===== config.mk =====
export PLATFORM = sky130hd
export DESIGN_NAME = dynamic_input_route_buffer
export DESIGN_NICKNAME = d
export VERILOG_FILES = /design/src/rtl/dynamic_input_route_buffer.sv
export SDC_FILE = /design/constraint.sdc
export NUM_CORES = 1
export LEC_CHECK = 0
export CORE_MARGIN = 3
export CORE_UTILIZATION = 54
export DETAILED_ROUTE_END_ITERATION = 7
export PLACE_DENSITY_LB_ADDON = 0.25
export SYNTH_ARGS = -nofsm -noshare
export SYNTH_HDL_FRONTEND = slang
export SYNTH_SLANG_ARGS = --single-unit
export TNS_END_PERCENT = 50

===== constraint.sdc =====
create_clock -name clk -period 4.85 [get_ports clk]
set_input_delay 0.7275 -clock clk [delete_from_list [all_inputs] [get_ports clk]]
set_output_delay 0.7275 -clock clk [all_outputs]
set_load 0.02 [all_outputs]

===== src/rtl/dynamic_input_route_buffer.sv =====
// Input buffer for one router port: a credit-managed flit FIFO whose head flit
// requests an output port by XY dimension-order routing, held for a whole packet.
`ifndef DATA_WIDTH
`define DATA_WIDTH 64
`endif
`ifndef CHIP_ID_WIDTH
`define CHIP_ID_WIDTH 14
`endif
`ifndef XY_WIDTH
`define XY_WIDTH 8
`endif
`ifndef PAYLOAD_LEN
`define PAYLOAD_LEN 8
`endif

module dynamic_input_route_buffer #(
    parameter int DEPTH_LOG2 = 2
) (
    input  logic                   clk,
    input  logic                   reset,
    input  logic [`DATA_WIDTH-1:0] data_in,
    input  logic                   valid_in,
    output logic                   yummy_out,
    input  logic [`XY_WIDTH-1:0]   my_loc_x_in,
    input  logic [`XY_WIDTH-1:0]   my_loc_y_in,
    output logic [`DATA_WIDTH-1:0] data_out,
    output logic                   valid_out,
    output logic [4:0]             route_req_out,
    output logic                   tail_out,
    input  logic [4:0]             thanks_in,
    output logic                   overflow_err
);

    localparam int DEPTH = 1 << DEPTH_LOG2;
    localparam int PL    = `PAYLOAD_LEN;
    localparam logic [DEPTH_LOG2:0] FULL_CNT = (DEPTH_LOG2 + 1)'(DEPTH);

    typedef enum logic {ST_HEAD, ST_BODY} state_t;

    logic [`DATA_WIDTH-1:0] mem_q [DEPTH];
    logic [DEPTH_LOG2-1:0]  rd_ptr_q, rd_ptr_d, wr_ptr_q, wr_ptr_d;
    logic [DEPTH_LOG2:0]    count_q, count_d;
    state_t                 state_q, state_d;
    logic [PL-1:0]          remain_q, remain_d;
    logic [4:0]             route_q, route_d;
    logic                   yummy_q, yummy_d;
    logic                   overflow_q, overflow_d;

    logic [`XY_WIDTH-1:0] dest_x, dest_y;
    logic [PL-1:0]        pay_len;
    logic [4:0]           route_head, route_req;
    logic                 push, pop, full, empty;

    assign data_out = mem_q[rd_ptr_q];
    assign dest_x   = data_out[`DATA_WIDTH-`CHIP_ID_WIDTH-1 -: `XY_WIDTH];
    assign dest_y   = data_out[`DATA_WIDTH-`CHIP_ID_WIDTH-`XY_WIDTH-1 -: `XY_WIDTH];
    assign pay_len  = data_out[`DATA_WIDTH-`CHIP_ID_WIDTH-2*`XY_WIDTH-4 -: `PAYLOAD_LEN];

    assign empty = (count_q == '0);
    assign full  = (count_q == FULL_CNT);

    // X is resolved before Y so routes stay deadlock-free on a mesh.
    always_comb begin
        route_head = 5'b10000;
        if (dest_x > my_loc_x_in)      route_head = 5'b00001;
        else if (dest_x < my_loc_x_in) route_head = 5'b00010;
        else if (dest_y > my_loc_y_in) route_head = 5'b00100;
        else if (dest_y < my_loc_y_in) route_head = 5'b01000;
    end

    assign route_req = (state_q == ST_BODY) ? route_q : (empty ? 5'b00000 : route_head);
    assign pop       = !empty && ((thanks_in & route_req) != 5'b00000);
    assign push      = valid_in && !full;

    assign valid_out     = !empty;
    assign route_req_out = route_req;
    assign tail_out      = !empty && (((state_q == ST_HEAD) && (pay_len == '0)) ||
                                      ((state_q == ST_BODY) && (remain_q == PL'(1))));
    assign yummy_out     = yummy_q;
    assign overflow_err  = overflow_q;

    always_comb begin
        rd_ptr_d   = rd_ptr_q;
        wr_ptr_d   = wr_ptr_q;
        count_d    = count_q;
        state_d    = state_q;
        remain_d   = remain_q;
        route_d    = route_q;
        yummy_d    = pop;
        overflow_d = overflow_q | (valid_in & full);

        if (push) wr_ptr_d = wr_ptr_q + DEPTH_LOG2'(1);
        if (pop)  rd_ptr_d = rd_ptr_q + DEPTH_LOG2'(1);
        case ({push, pop})
            2'b10:   count_d = count_q + (DEPTH_LOG2 + 1)'(1);
            2'b01:   count_d = count_q - (DEPTH_LOG2 + 1)'(1);
            default: count_d = count_q;
        endcase

        case (state_q)
            ST_HEAD: begin
                if (pop && (pay_len != '0)) begin
                    state_d  = ST_BODY;
                    remain_d = pay_len;
                    route_d  = route_head;
                end
            end
            ST_BODY: begin
                if (pop) begin
                    remain_d = remain_q - PL'(1);
                    if (remain_q == PL'(1)) state_d = ST_HEAD;
                end
            end
            default: state_d = ST_HEAD;
        endcase
    end

    // Flit storage carries no reset; occupancy alone decides what is valid.
    always_ff @(posedge clk) begin
        if (push) mem_q[wr_ptr_q] <= data_in;
    end

    always_ff @(posedge clk or posedge reset) begin
        if (reset) begin
            rd_ptr_q   <= '0;
            wr_ptr_q   <= '0;
            count_q    <= '0;
            state_q    <= ST_HEAD;
            remain_q   <= '0;
            route_q    <= '0;
            yummy_q    <= 1'b0;
            overflow_q <= 1'b0;
        end else begin
            rd_ptr_q   <= rd_ptr_d;
            wr_ptr_q   <= wr_ptr_d;
            count_q    <= count_d;
            state_q    <= state_d;
            remain_q   <= remain_d;
            route_q    <= route_d;
            yummy_q    <= yummy_d;
            overflow_q <= overflow_d;
        end
    end

endmodule

Yosys cells after proc, flatten, opt, wreduce, memory -nomap -nowiden

Memories as Yosys holds them, arrays and structs flattened.
Cells that the tools add are included.

Reductions and logical operators: 16
Bitwise gates (word level): 4
Magnitude comparators: 4
Muxes and demuxes: 16
$add $sub $neg: 5
Equal/unequal tests: 6

Operators by type and width:

| kind                                                  | number |
|---|---|
| 2-to-1 mux 5 bit                                      | 6 |
| > comparator 8 bit                                    | 2 |
| < comparator 8 bit                                    | 2 |
| 2-to-1 mux 8 bit                                      | 2 |
| case mux 8 bit (2 select lines)                       | 1 |
| == test 8 x 1 -> 1 bit, second input constant         | 1 |
| logical NOT 8 bit                                     | 1 |
| nonzero test 8 bit                                    | 1 |
| subtractor 8 x 1 -> 8 bit, second input constant      | 1 |
| logical AND 1 bit                                     | 6 |
| case mux 3 bit (2 select lines)                       | 1 |
| bitwise AND 5 bit                                     | 1 |
| 2-to-1 mux 1 bit                                      | 5 |
| nonzero test 5 bit                                    | 1 |
| adder 2 x 1 -> 2 bit, second input constant           | 2 |
| inequality test 2 x 1 -> 1 bit, second input constant | 2 |
| AND reduction 2 bit                                   | 2 |
| adder 3 x 1 -> 3 bit, second input constant           | 1 |
| == test 3 bit, second input constant                  | 1 |
| logical NOT 3 bit                                     | 1 |
| subtractor 3 x 1 -> 3 bit, second input constant      | 1 |
| == test 2 x 1 -> 1 bit, second input constant         | 1 |
| == test 2 bit, second input constant                  | 1 |
| logical NOT 1 bit                                     | 2 |
| other kinds (6)                                       | 6 |

RAM bits: 256
Memories: 1
Output and inout bits: 73
Word-level logic and storage cells: 60
Flip-flop bits (word level): 23
Input port bits: 88

Memory list:

| memory | words | bits a word | read ports | clocked after Yosys merged registers in | write ports | RTL line | RTL |
|---|---|---|---|---|---|---|---|
| mem_q  | 4     | 64          | 1          | 0                                       | 1           | 40       | `` logic [`DATA_WIDTH-1:0] mem_q [DEPTH]; `` |

Logic depth before layout (Yosys ltp)

Gate-level depths: netlist of run 1.
An unclocked memory read counts as a cell.

Word-level depth: 14
Gate-level depth with buffers: 19
Depth with buffers taken out: 16

Worst setup path after synthesis of run 1

OpenSTA, ideal clock, no wires.

Kind: register to register
Start point: register rd_ptr_q[0]
End point: register count_q[2]
Clock period less this slack: 4.507 ns
Buffers on the path: 4
Arrival: 4.427 ns
Data required time: 4.771 ns
Setup slack: 0.343 ns
Library setup time: 0.079 ns
Stages on the path, launching flop included: 20
Path through: dfrtp_1 > buf_6 > buf_2 > buf_2 > mux4_2 > ha_1 > nand4_1 > or3_1 > a21boi_0 > o311ai_1 > nand3_1 > buf_2 > o21ai_0 > inv_1 > ha_1 > inv_1 > fa_1 > xor2_1 > nor2_1 > xor2_1

Cells in the longest elaborated chain, start to end: 13
Elaborated cells on any way between the ends: 18
Those cells by class: order compare (4); eq/ne (2); mux (7); bitwise (1); reduce/logical (3); memory (1)

Ends and longest elaborated chain:

| item                                                                         | RTL line | RTL |
|---|---|---|
| from (decl)                                                                  | 41       | `logic [DEPTH_LOG2-1:0] rd_ptr_q, rd_ptr_d, wr_ptr_q, wr_ptr_d;` |
| from (signal assigned)                                                       | 134      | `rd_ptr_q <= rd_ptr_d;` |
| memory (4 x 64 bit) (*)                                                      | -        |  |
| named net data_out[40]                                                       | 26       | `` output logic [`DATA_WIDTH-1:0] data_out, `` |
| < comparator 8 bit                                                           | 68       | `else if (dest_y < my_loc_y_in) route_head = 5'b01000;` |
| 2-to-1 mux 5 bit                                                             | 68       |  |
| 2-to-1 mux 5 bit (*)                                                         | 67       | `else if (dest_y > my_loc_y_in) route_head = 5'b00100;` |
| 2-to-1 mux 5 bit (*)                                                         | 66       | `else if (dest_x < my_loc_x_in) route_head = 5'b00010;` |
| 2-to-1 mux 5 bit (*)                                                         | 65       | `if (dest_x > my_loc_x_in) route_head = 5'b00001;` |
| 2-to-1 mux 5 bit (*) (2 in a row)                                            | 71       | `assign route_req = (state_q == ST_BODY) ? route_q : (empty ? 5'b00000 : route_head);` |
| bitwise AND 5 bit (*)                                                        | 72       | `assign pop = !empty && ((thanks_in & route_req) != 5'b00000);` |
| nonzero test 5 bit (*)                                                       | 72       |  |
| logical AND 1 bit (*)                                                        | 72       |  |
| named net pop                                                                | 52       | `logic push, pop, full, empty;` |
| == test 2 x 1 -> 1 bit / == test 2 bit (equally long branches)               | 94       | `case ({push, pop})` |
| case mux 3 bit (2 select lines) / nonzero test 2 bit (equally long branches) | -        |  |
| to (signal assigned)                                                         | 136      | `count_q <= count_d;` |
| to (decl)                                                                    | 42       | `logic [DEPTH_LOG2:0] count_q, count_d;` |

The timed path passes the listed nets; every way through them passes the cells marked *.
A chain may end at the register's enable or synchronous reset.

Final worst setup path of run 1

Start point: register rd_ptr_q[0]
End point: output port route_req_out[2]

Cells in the longest elaborated chain, start to end: 7
Elaborated cells on any way between the ends: 9
Those cells by class: order compare (3); mux (5); memory (1)

Ends and longest elaborated chain:

| item                              | RTL line | RTL |
|---|---|---|
| memory (4 x 64 bit) (*)           | -        |  |
| > comparator 8 bit                | 67       |  |
| 2-to-1 mux 5 bit                  | 67       |  |
| 2-to-1 mux 5 bit                  | 66       |  |
| 2-to-1 mux 5 bit (*)              | 65       |  |
| 2-to-1 mux 5 bit (*) (2 in a row) | 71       |  |
| to (decl)                         | 28       | `output logic [4:0] route_req_out,` |

Mark *: on every way between the ends. The rest lies on a longest branch, timed or not.

==> results of run 1 <==
==> state kept, by name, indices dropped and copies added (netlist names) <==
register / count
rd_ptr_q: 2
remain_q: 8
state_q: 1
wr_ptr_q: 2
overflow_err: 1
yummy_out: 1
count_q: 3
mem_q: 256
route_q: 5
==> stage by stage <==
stage,utilization (%),setup WS (ns)
global placement,64.7,0.513
finish,69.7,0.257
floorplan,-,0.343
detailed placement,64.7,0.473
CTS,69.3,0.0598
global route,69.7,0.0705
==> final cells by class <==
type	instances	area, µm²	share of cell area, %
well taps	270	338	2.39
repair buffers	176	1780	12.5
inverters	35	131	0.928
flip-flops and latches	279	8270	58.4
clock buffers	37	756	5.34
multi-input cells	225	2730	19.2
clock inverters	16	160	1.13
==> per-layer routing <==
layer / vias to the layer above / global-route usage, % / share of wire [%]
li1: 2640 / - / -
met5: - / 0 / 0.058
met3: 50 / 4.51 / 7.0
met2: 233 / 33.5 / 50
met1: 3021 / 27.9 / 41
met4: 2 / 5.12 / 2.6
==> layout by cell type (no fill, tap or decap), types with 2 or more instances in the layout <==
| cell | n |
|---|---|
| buf_16 | 2 |
| nor2_2 | 2 |
| mux4_1 | 2 |
| nand4_1 | 4 |
| o211ai_1 | 3 |
| a21oi_1 | 10 |
| a21boi_0 | 2 |
| clkdlybuf4s50_1 | 159 |
| xor2_1 | 2 |
| clkinv_1 | 9 |
| mux2i_1 | 6 |
| dfrtp_1 | 21 |
| ha_1 | 23 |
| nor2_1 | 13 |
| nor4_2 | 2 |
| a2bb2oi_2 | 3 |
| mux2_4 | 4 |
| inv_1 | 34 |
| nand2_1 | 15 |
| o2bb2ai_1 | 2 |
| nand2b_1 | 2 |
| clkbuf_1 | 8 |
| and2_1 | 2 |
| dfrtp_4 | 2 |
| nand3_1 | 3 |
| clkbuf_16 | 29 |
| buf_4 | 13 |
| o211a_1 | 2 |
| and2_4 | 4 |
| nor3_1 | 8 |
| nor2b_1 | 3 |
| edfxtp_1 | 256 |
| mux4_2 | 62 |
| xnor2_1 | 4 |
| bufinv_16 | 3 |
| clkinv_2 | 4 |
| a22o_1 | 2 |
| a31oi_1 | 4 |
| o21ai_0 | 13 |
==> report_power, final <==
group          internal (µW)  switching, µW
logic                   1770           1950
clock network           1260            864
registers               3210            243
==> how the worst max path moves through the flow <==
stage,from,to,slack (ns),depth (start not counted)
5_1_grt,rd_ptr_q[0],route_req_out[2],0.07,9
2_1_floorplan,rd_ptr_q[0],count_q[2],0.34,19
3_3_place_gp,rd_ptr_q[0],route_req_out[4],0.51,9
6_report,rd_ptr_q[0],route_req_out[2],0.26,9
3_5_place_dp,rd_ptr_q[0],route_req_out[4],0.47,9
4_1_cts,rd_ptr_q[0],route_req_out[4],0.06,9
==> cells by family (layout without fill, tap and decap cells) <==
logic type               count (synthesis)  in the layout  synth area share, %
AO/OA/AOI/OAI                           57             57                 3.96
XOR/XNOR                                 6              6                0.469
adder cells (fa/ha/maj)                 24             24                 2.75
buffers and inverters                   54            264                 1.98
flip-flops                             279            279                 73.8
multiplexers                            74             74                 14.0
AND/OR/NAND/NOR                         64             64                 3.06
==> worst max-delay path, cell delays in order, from the launching register on <==
cell             delay (ns)
dfrtp_4                0.57
mux4_2                 0.55
ha_1                   0.33
nand4_1                0.15
nor3_1                 0.35
o31a_1                 0.27
and2_1                 0.18
nand2_1                0.08
o21ai_0                0.21
clkdlybuf4s50_1        0.64
==> repair_timing <==
action | 4_1_cts | 5_1_grt
endpoints found under the setup margin | 2 | 2
gates resized for setup | 0 | 2
setup buffers | 1 | 7
==> impl_metrics.env, run 1 <==
export IMPL_status="complete, no violations"
export IMPL_start_util_pct=55.2
export IMPL_cts_buffers_inserted=29
export IMPL_final_setup_viol_count=0
export IMPL_cts_root_buf="clkbuf_16"
export IMPL_vias_per_cell=5.73
export IMPL_cp_required_ns=4.12
export IMPL_drive_gt1_share_pct=18.2
export IMPL_clk_pin_slew_worst_paths_ns=0.06
export IMPL_crit_path_end_kind="output port"
export IMPL_fin_nets=858
export IMPL_routed_wl_um=22400
export IMPL_leakage_uw=0.00493
export IMPL_cts_max_level=1
export IMPL_placed_cells=977
export IMPL_ys_seq_area_share_pct=73.8
export IMPL_syn_area_um2=11200
export IMPL_route_detailed_drc=0
export IMPL_insertedDiodeCount=0
export IMPL_min_period_ns=4.59
export IMPL_grt_pass1_wl_um=35200
export IMPL_ys_types=57
export IMPL_synthFlopType="edfxtp_1"
export IMPL_synthTopCellsByCount="edfxtp_1 (256), mux4_2 (62), inv_1 (34)"
export IMPL_cap_violations=0
export IMPL_maxSlewHeadroom_pct=32.3
export IMPL_fin_skew_ns=0.0162
export IMPL_reg2reg_slack_ns=0.68
export IMPL_syn_avg_cell_area_um2=20.1
export IMPL_synth_top_area_cell="edfxtp_1"
export IMPL_hpwl_um=13800
export IMPL_cts_path_max_buffers=3
export IMPL_drt_initial_drc_count=456
export IMPL_finalSetupTns_ns=0
export IMPL_rr_worst_depth=18
export IMPL_synth_top_area_share_pct=68.6
export IMPL_ys_seq_elements=279
export IMPL_synth_edf_count=256
export IMPL_port_buffers=160
export IMPL_detail_route_wl_per_cell_um=21.6
export IMPL_hp_start="overflow_err"
export IMPL_total_power_uw=9300
export IMPL_fp_dieW_um=150
export IMPL_num_vias=5946
export IMPL_yosysWarnings=0
export IMPL_fin_cells=1038
export IMPL_critPathKind="reg -> out"
export IMPL_num_rows=52
export IMPL_fin_area_um2=14200
export IMPL_fmax_mhz=218
export IMPL_grt_start_max_net_pins=65
export IMPL_timing_rr_end="count_q[2]"
export IMPL_tightest_slew_ns=1.02
export IMPL_ir_worst_vdd_v=0.000423
export IMPL_gp_congestion=0.872
export IMPL_rsz0062_at_grt="false"
export IMPL_hold_viol=0
export IMPL_worstSetupStartpointType="register"
export IMPL_holdCritPathClass="reg -> reg"
export IMPL_clkSinkCount=279
export IMPL_clkLatencyLatePin_ns=0.55
export IMPL_min_to="overflow_err"
export IMPL_hold_depth=1
export IMPL_cts_tree="done"
export IMPL_hold_slack_ns=0.488
export IMPL_r2r_start="rd_ptr_q[0]"
export IMPL_path_max_fanout=12
export IMPL_syn_nets=670
export IMPL_cp_arrival_ns=3.87
export IMPL_synth_area_leaders="edfxtp_1 (69%), mux4_2 (12%), dfrtp_1 (5.1%)"
export IMPL_io_pins=161
export IMPL_area_growth_pct=26.4
export IMPL_slew_violations=0
export IMPL_yosysMostFrequentCell="edfxtp_1"
export IMPL_grt_use_total_pct=20.3
export IMPL_grt_remaining_overflow=0
export IMPL_core_area_um2=20300
export IMPL_fin_crit_sh_pct=94.7
export IMPL_antenna_found_initial=1
export IMPL_detail_route_antenna_nets=0
export IMPL_die_area_um2=22500
export IMPL_p_per_area_nw_per_um2=657
export IMPL_dpl_cell_area_um2=13100
export IMPL_fill_cells=1322
export IMPL_first_pass_iters=5
export IMPL_syn_inst=558
export IMPL_synthArstFlopShare_pct=8.24
export IMPL_grt_pass1_vias=6311
export IMPL_cts_hold_buffers=0
export IMPL_dieHeight_um=150
Note: power is estimated with default switching activity, not from simulation.
==> inputs of run 2 (changes only) <==
Settings changed: CTS_CLUSTER_SIZE set to 24, PLACE_DENSITY set to 0.81, PLACE_DENSITY_LB_ADDON 0.25 to unset.
==> run 2 against run 1 <==
Net effect:
- sequential power barely moved
- clock skew fell by 0.0086 ns
- sequential share of layout area barely moved
- final area barely moved
- highest routed layer unchanged
- global-route usage rose by 0.36 points
- via count fell by 0.61%
- critical path depth fell by 2
- final cell count fell by 0.48%
- clock power rose by 5%
- first-iteration DRC count fell by 12%
- utilization barely moved
- sequential cell count did not move
==> impl_metrics.env, run 2 (synthesized netlist as in run 1, its figures left out) <==
export IMPL_area_growth_pct=26.4
export IMPL_drive_gt1_share_pct=18.7
export IMPL_cap_violations=0
export IMPL_detail_route_wl_per_cell_um=22.1
export IMPL_vias_per_cell=5.72
export IMPL_fin_area_um2=14200
export IMPL_critPathMaxStageDelay_ns=0.73
export IMPL_total_power_uw=9370
export IMPL_fp_dieW_um=150
export IMPL_final_setup_viol_count=0
export IMPL_cts_path_max_buffers=3
export IMPL_worstSetupStartpointType="register"
export IMPL_critPathKind="reg -> out"
export IMPL_mostFrequentLayoutCells="edfxtp_1 (256), clkdlybuf4s50_1 (158), mux4_2 (62)"
export IMPL_clkLatencyLatePin_ns=0.53
export IMPL_core_area_um2=20300
export IMPL_slew_violations=0
export IMPL_rsz0062_at_grt="false"
export IMPL_layout_commonest_cell="edfxtp_1"
export IMPL_fmax_mhz=220
export IMPL_hp_start="overflow_err"
export IMPL_num_rows=52
export IMPL_slowest_stage="mux4_1"
export IMPL_hpwl_um=14300
export IMPL_fin_crit_sh_pct=93.5
export IMPL_cts_buffers_inserted=29
export IMPL_cts_tree="done"
export IMPL_cp_arrival_ns=3.81
export IMPL_hold_slack_ns=0.480
export IMPL_fin_skew_ns=0.00758
export IMPL_dpl_cell_area_um2=13100
export IMPL_min_period_ns=4.54
export IMPL_p_per_area_nw_per_um2=662
export IMPL_grt_pass1_vias=6326
export IMPL_leakage_uw=0.00495
export IMPL_maxSlewHeadroom_pct=32.5
export IMPL_crit_path_end_kind="output port"
export IMPL_grt_start_max_net_pins=65
export IMPL_cts_root_buf="clkbuf_16"
export IMPL_clkSinkCount=279
export IMPL_dieHeight_um=150
export IMPL_grt_pass1_wl_um=35600
export IMPL_num_vias=5910
export IMPL_routed_wl_um=22800
export IMPL_ir_worst_vdd_v=0.000413
export IMPL_drt_initial_drc_count=403
export IMPL_first_pass_iters=5
export IMPL_grt_remaining_overflow=0
export IMPL_detail_route_antenna_nets=0
export IMPL_top_register="mem_q"
export IMPL_route_detailed_drc=0
export IMPL_start_util_pct=55.2
export IMPL_crit_chain="buf_12 -> buf_4 -> mux4_1 -> nor4_2 -> nand3_1 -> a21oi_1 -> clkdlybuf4s50_1"
export IMPL_port_buffers=160
export IMPL_fin_cells=1033
export IMPL_hold_viol=0
export IMPL_path_max_fanout=18
export IMPL_largest_reg_flops=256
export IMPL_holdCritPathClass="reg -> reg"
export IMPL_placed_cells=977
export IMPL_clk_pin_slew_worst_paths_ns=0.06
export IMPL_insertedDiodeCount=0
export IMPL_fin_nets=855
export IMPL_critical_path_top_delay_family="buffers and inverters"
export IMPL_cts_hold_buffers=0
export IMPL_cts_max_level=1
export IMPL_tightest_slew_ns=1.01
export IMPL_r2r_start="rd_ptr_q[0]"
export IMPL_worstSetupStartpoint="rd_ptr_q[0]"
export IMPL_finalSetupTns_ns=0
export IMPL_io_pins=161
export IMPL_die_area_um2=22500
export IMPL_status="complete, no violations"
export IMPL_cp_required_ns=4.12
export IMPL_critPathBufInv=3
export IMPL_grt_use_total_pct=20.6
export IMPL_largestRegisters="mem_q: 256 flops, remain_q: 8 flops, route_q: 5 flops"
export IMPL_antenna_found_initial=2
export IMPL_gp_congestion=0.890
-- run 2: cell count changes in the layout (fill, tap and decap cells not counted), moves of 2 or more --
cell / previous run / this run
clkbuf_1: 8 / 4
buf_4: 13 / 11
bufinv_16: 3 / 5
clkinv_2: 4 / 6
clkinv_1: 9 / 6
buf_16: 2 / 0
-- run 2: final timing paths --
check / endpoint / cells after the start / slack (ns)
min reg2reg: overflow_err / 1 / 0.48
max reg2reg: count_q[2] / 16 / 0.77
min: overflow_err / 1 / 0.48
min in group asynchronous: route_q[1] / 2 / 0.71
max: tail_out / 7 / 0.31
max in group asynchronous: rd_ptr_q[1] / 2 / 3.48
-- run 2: timing repair --
item / 4_1_cts / 5_1_grt
gates resized for setup: 0 / 4
setup endpoints to repair: 0 / 2
setup buffers: 0 / 5
-- run 2: per-stage QoR --
stage          setup WS (ns)  utilization [%]
5_1_grt                0.107             69.7
3_5_place_dp           0.608             64.7
4_1_cts               0.0109             69.4
2_1_floorplan          0.343                -
3_3_place_gp           0.672             64.7
6_report               0.314             69.7
-- run 2: where the power goes --
group / internal, µW / switching [µW] / total [µW]
Sequential: 3210 / 227 / 3430
Clock: 1370 / 858 / 2220
Combinational: 1730 / 1970 / 3710
Total: 6310 / 3060 / 9370
-- run 2: layer usage --
metal	up-vias	share of wire, %	track usage, %
met5	-	0.12	0
met4	4	2.3	5.49
met3	46	7.5	4.94
met2	219	49	33.3
met1	3004	41	28.8
li1	2637	-	-
-- run 2: final cells by class --
cell class              instances  area (µm²)
flip-flops and latches        279        8270
clock inverters                17         208
clock buffers                  34         754
multi-input cells             225        2730
inverters                      35         131
repair buffers                173        1720
well taps                     270         338
fillers                      1296        6140
